File: config.mk
export PLATFORM = sky130hd
export DESIGN_NAME = router_wrap_odata_egress
export DESIGN_NICKNAME = d
export VERILOG_FILES = /design/src/rtl/router_wrap_odata_egress.sv
export SDC_FILE = /design/constraint.sdc
export NUM_CORES = 1
export LEC_CHECK = 0
export ABC_AREA = 1
export CAP_MARGIN = 25
export CELL_PAD_IN_SITES_DETAIL_PLACEMENT = 0
export CELL_PAD_IN_SITES_GLOBAL_PLACEMENT = 1
export CORE_MARGIN = 5
export CORE_UTILIZATION = 45
export DETAILED_ROUTE_END_ITERATION = 8
export GPL_TIMING_DRIVEN = 0
export PLACE_DENSITY_LB_ADDON = 0.08
export SLEW_MARGIN = 10
export SYNTH_ARGS = -nofsm -noshare
export SYNTH_HDL_FRONTEND = slang
export SYNTH_SLANG_ARGS = --single-unit
export TNS_END_PERCENT = 1
File: constraint.sdc
create_clock -name clk -period 3 [get_ports clk]
set_clock_uncertainty 0.2 [all_clocks]
set_input_delay 0.45 -clock clk [delete_from_list [all_inputs] [get_ports clk]]
set_output_delay 0.45 -clock clk [all_outputs]
set_load 0.02 [all_outputs]
File: src/rtl/router_wrap_odata_egress.sv
// -----------------------------------------------------------------------------
// router_wrap_odata_egress
//
// Purpose:
//   Egress companion to the router_wrap slice IDATA flops. Flits from the router
//   output channel are taken over a valid/ready handshake into a small FIFO and
//   sent out as registered ODATA flits. Each flit sent costs one downstream
//   credit, and the downstream tile returns credits as single-cycle pulses.
//
// Ports:
//   clk           in   block clock, rising edge
//   reset         in   asynchronous, active-high reset
//   rtr_valid     in   router presents a flit
//   rtr_data      in   router flit payload [DATA_W]
//   rtr_ready     out  block accepts a flit this cycle
//   odata_valid   out  registered one-cycle pulse per flit sent
//   odata         out  registered flit payload [DATA_W]
//   credit_in     in   one-cycle pulse, one credit returned downstream
//   credit_cnt    out  available downstream credits [4]
//   fifo_cnt      out  FIFO occupancy [clog2(DEPTH)+1]
//   overflow_err  out  sticky flag, a credit was returned beyond CREDITS
// -----------------------------------------------------------------------------
module router_wrap_odata_egress #(
   parameter int DATA_W  = 32,
   parameter int DEPTH   = 4,
   parameter int CREDITS = 4
) (
   input  logic                      clk,
   input  logic                      reset,
   input  logic                      rtr_valid,
   input  logic [DATA_W-1:0]         rtr_data,
   output logic                      rtr_ready,
   output logic                      odata_valid,
   output logic [DATA_W-1:0]         odata,
   input  logic                      credit_in,
   output logic [3:0]                credit_cnt,
   output logic [$clog2(DEPTH):0]    fifo_cnt,
   output logic                      overflow_err
);

   localparam int              AW        = $clog2(DEPTH);
   localparam logic [AW:0]     DEPTH_C   = (AW+1)'(DEPTH);
   localparam logic [3:0]      CREDITS_C = 4'(CREDITS);

   logic [DATA_W-1:0] r_mem [DEPTH];
   logic [AW-1:0]     r_wr_ptr;
   logic [AW-1:0]     r_rd_ptr;
   logic [AW:0]       r_fifo_cnt;
   logic [3:0]        r_credit_cnt;
   logic              r_odata_valid;
   logic [DATA_W-1:0] r_odata;
   logic              r_overflow_err;

   logic              w_push;
   logic              w_pop;
   logic [3:0]        w_credit_next;
   logic              w_ovf_set;
   logic [AW:0]       w_fifo_next;

   // Ready looks only at registered occupancy, so a full FIFO refuses a flit
   // even in a cycle where it also pops.
   assign rtr_ready = (r_fifo_cnt < DEPTH_C) & ~reset;
   assign w_push    = rtr_valid & rtr_ready;
   // Pop uses registered credits only; a credit returned this cycle counts next cycle.
   assign w_pop     = (r_fifo_cnt != '0) & (r_credit_cnt != 4'd0);

   assign w_fifo_next = r_fifo_cnt + (AW+1)'(w_push) - (AW+1)'(w_pop);

   always_comb begin
      w_credit_next = r_credit_cnt;
      w_ovf_set     = 1'b0;
      if (credit_in && !w_pop && (r_credit_cnt == CREDITS_C)) begin
         // Extra credit from downstream: saturate and flag it.
         w_ovf_set = 1'b1;
      end else begin
         w_credit_next = r_credit_cnt - {3'b000, w_pop} + {3'b000, credit_in};
      end
   end

   // Storage has no reset; occupancy and pointers decide what is valid.
   always_ff @(posedge clk) begin
      if (w_push) begin
         r_mem[r_wr_ptr] <= rtr_data;
      end
   end

   always_ff @(posedge clk or posedge reset) begin
      if (reset) begin
         r_wr_ptr       <= '0;
         r_rd_ptr       <= '0;
         r_fifo_cnt     <= '0;
         r_credit_cnt   <= CREDITS_C;
         r_odata_valid  <= 1'b0;
         r_odata        <= '0;
         r_overflow_err <= 1'b0;
      end else begin
         r_fifo_cnt    <= w_fifo_next;
         r_credit_cnt  <= w_credit_next;
         r_odata_valid <= w_pop;
         if (w_push) begin
            r_wr_ptr <= r_wr_ptr + AW'(1);
         end
         if (w_pop) begin
            r_odata  <= r_mem[r_rd_ptr];
            r_rd_ptr <= r_rd_ptr + AW'(1);
         end
         if (w_ovf_set) begin
            r_overflow_err <= 1'b1;
         end
      end
   end

   assign odata_valid  = r_odata_valid;
   assign odata        = r_odata;
   assign credit_cnt   = r_credit_cnt;
   assign fifo_cnt     = r_fifo_cnt;
   assign overflow_err = r_overflow_err;

endmodule

==> results.json <==
{
  "hold_class": "primary input to asynchronous set/reset pin",
  "ys_types": 24,
  "grt_pass1_wl_um": 24200,
  "synth_seq_cells": 173,
  "utilization_pct": 57.2,
  "synthTopCellsByArea": "edfxtp_1 (56%), dfrtp_1 (16%), nand2_1 (7.7%)",
  "worst_slack_ps": 405,
  "pwr_density_cell_nw_per_um2": 1050,
  "dr_total_vias": 4426,
  "ys_warn_count": 0,
  "dr.pass1.iters": 4,
  "gp_congestion": 0.756,
  "p_leak_nw": 3.41,
  "start_util_pct": 45.7,
  "final-max-slew-violation-count": 0,
  "worst-setup-path-type": "flop to flop",
  "final_nets": 743,
  "via_per_inst": 4.94,
  "worstPathMaxFanout": 10,
  "rsz0062_at_grt": "false",
  "cts_tree": "done",
  "cts_made_buffers": 17,
  "setup_viol": 0,
  "yosysTopAreaCellShare_pct": 55.8,
  "fmax_mhz": 385,
  "syn-num-nets": 642,
  "drcViolationCount": 0,
  "clk_latency_ps": 420,
  "coreArea_sq_um": 15100,
  "dieWidth_um": 134,
  "clock_sinks": 173,
  "worst_hold_slack_ps": 228,
  "layout-drive-gt1-share_pct": 8.47,
  "fp.dieH_um": 134,
  "clk_pin_slew_ps": 60,
  "clock-root-buffer": "clkbuf_16",
  "worst_pin_slew_ps": 763,
  "rows": 45,
  "num_antenna_cells": 0,
  "synth_edf_count": 128,
  "io_buffers": 77,
  "antenna_found_initial": 0,
  "netlist_instances": 594,
  "cp.required_ps": 3090,
  "synth_common_cells": "nand2_1 (141), nor2_1 (135), edfxtp_1 (128)",
  "setup.worst_path.end_class": "flop",
  "synthArstFlopShare_pct": 26.0,
  "ioPinCount": 78,
  "vdd_drop_max_mv": 0.554,
  "max_slew_margin_pct": 49.0,
  "grt_max_degree": 25,
  "drtIter0Drc": 277,
  "worstPathArrival_ps": 2690,
  "wl_um": 14900,
  "total_power_mw": 9.10,
  "synthFlopType": "edfxtp_1",
  "grt_pass1_vias": 4562,
  "ctsLongestPathBuffers": 2,
  "place_ws_ps": 42.2,
  "gr-usage-all-layers_pct": 17.8,
  "cts-resized-gates": 0,
  "status": "completed",
  "hpwl_um": 9850,
  "synth_area_sq_um": 6890,
  "antenna_left": 0,
  "fin_crit_sh_pct": 86.5,
  "area_growth_pct": 25.2,
  "yosysMostFrequentCell": "nand2_1",
  "hold_buffers": 0,
  "report.final.hold_viol_count": 0,
  "cts_setup_buffers": 0,
  "yosysSeqAreaShare_pct": 72.1,
  "die_area_sq_um": 17900,
  "wl_per_cell_um": 16.6,
  "syn_area_per_cell_sq_um": 11.6,
  "min_period_ps": 2600,
  "maxCapViolCount": 0,
  "cts.htree.levels": 4,
  "synth_top_cell_by_area": "edfxtp_1",
  "final_area_sq_um": 8630,
  "start_kind": "flop",
  "gr-total-overflow": 0,
  "place_area_sq_um": 8050
}
-- registers in the layout (all words and copies together), names as in the netlist --
signal,flops
r_rd_ptr,2
odata_valid,1
fifo_cnt,3
r_wr_ptr,2
odata,32
overflow_err,1
credit_cnt,4
r_mem,128
-- where the power goes --
group	switching, mW	total [mW]	internal, mW
Clock	0.834	2.16	1.33
Combinational	2.25	3.68	1.43
Sequential	0.207	3.26	3.05
Total	3.29	9.10	5.81
-- kinds of logic after synthesis --
kind of cell    Yosys count  synth area share, %
xor+xnor                  6                0.763
flops                   173                 72.1
simple gates            284                 15.7
buf+inv                  48                 3.81
fa+ha+maj                12                 2.40
compound gates           71                 5.23
-- layout make-up --
cell class	count	area (sq um)
Buffer	28	188
Clock buffer	24	462
Clock inverter	8	118
Fill cell	1291	6460
Inverter	20	75.1
Multi-Input combinational cell	373	1690
Sequential cell	173	4970
Tap cell	188	235
Timing Repair Buffer	82	893
-- cell usage in the layout, fill, tap and decap left out, types with 10 or more instances in the layout --
cell,synthesis,final
clkbuf_1,7,13
clkbuf_16,0,17
edfxtp_1,128,128
nor2_1,135,131
ha_1,10,10
o21ai_1,33,33
o21ai_0,34,34
clkdlybuf4s50_1,0,77
dfrtp_1,44,44
nand2_1,141,141
inv_1,18,17
-- final timing paths --
path                               startpoint       endpoint  slack (ps)  cells past startpoint
worst min-delay path                    reset  credit_cnt[3]         230                      2
min in group clk                 overflow_err   overflow_err         260                      2
worst max-delay path            credit_cnt[2]    fifo_cnt[2]         400                     11
worst max register to register  credit_cnt[2]    fifo_cnt[2]         400                     11
worst min register to register   overflow_err   overflow_err         260                      2
max in group asynchronous               reset      odata[12]        1850                      3
-- worst max-delay path: stages, from the launching register on --
cell,delay (ps)
dfstp_2,540
inv_1,70
ha_1,200
nand3_1,90
nand2_2,120
buf_4,220
xor2_1,150
ha_1,160
inv_1,50
fa_1,380
xnor2_1,150
xor2_1,140
-- stage by stage --
step / instances / setup TNS (ps)
floorplan: 594 / -19850
global placement: 859 / -199640
detailed placement: 864 / 0
CTS: 896 / 0
global route: 896 / 0
finish: 896 / 0
-- per-layer routing --
| metal | track usage [%] | vias up | wire, um |
|---|---|---|---|
| met1 | 23.6 | 2129 | 6680 |
| met2 | 29.4 | 103 | 7380 |
| li1 | - | 2181 | - |
| met4 | 4.86 | 0 | 165 |
| met3 | 4.42 | 13 | 675 |
| met5 | 0 | - | 0 |
(Power assumes the default switching activity.)
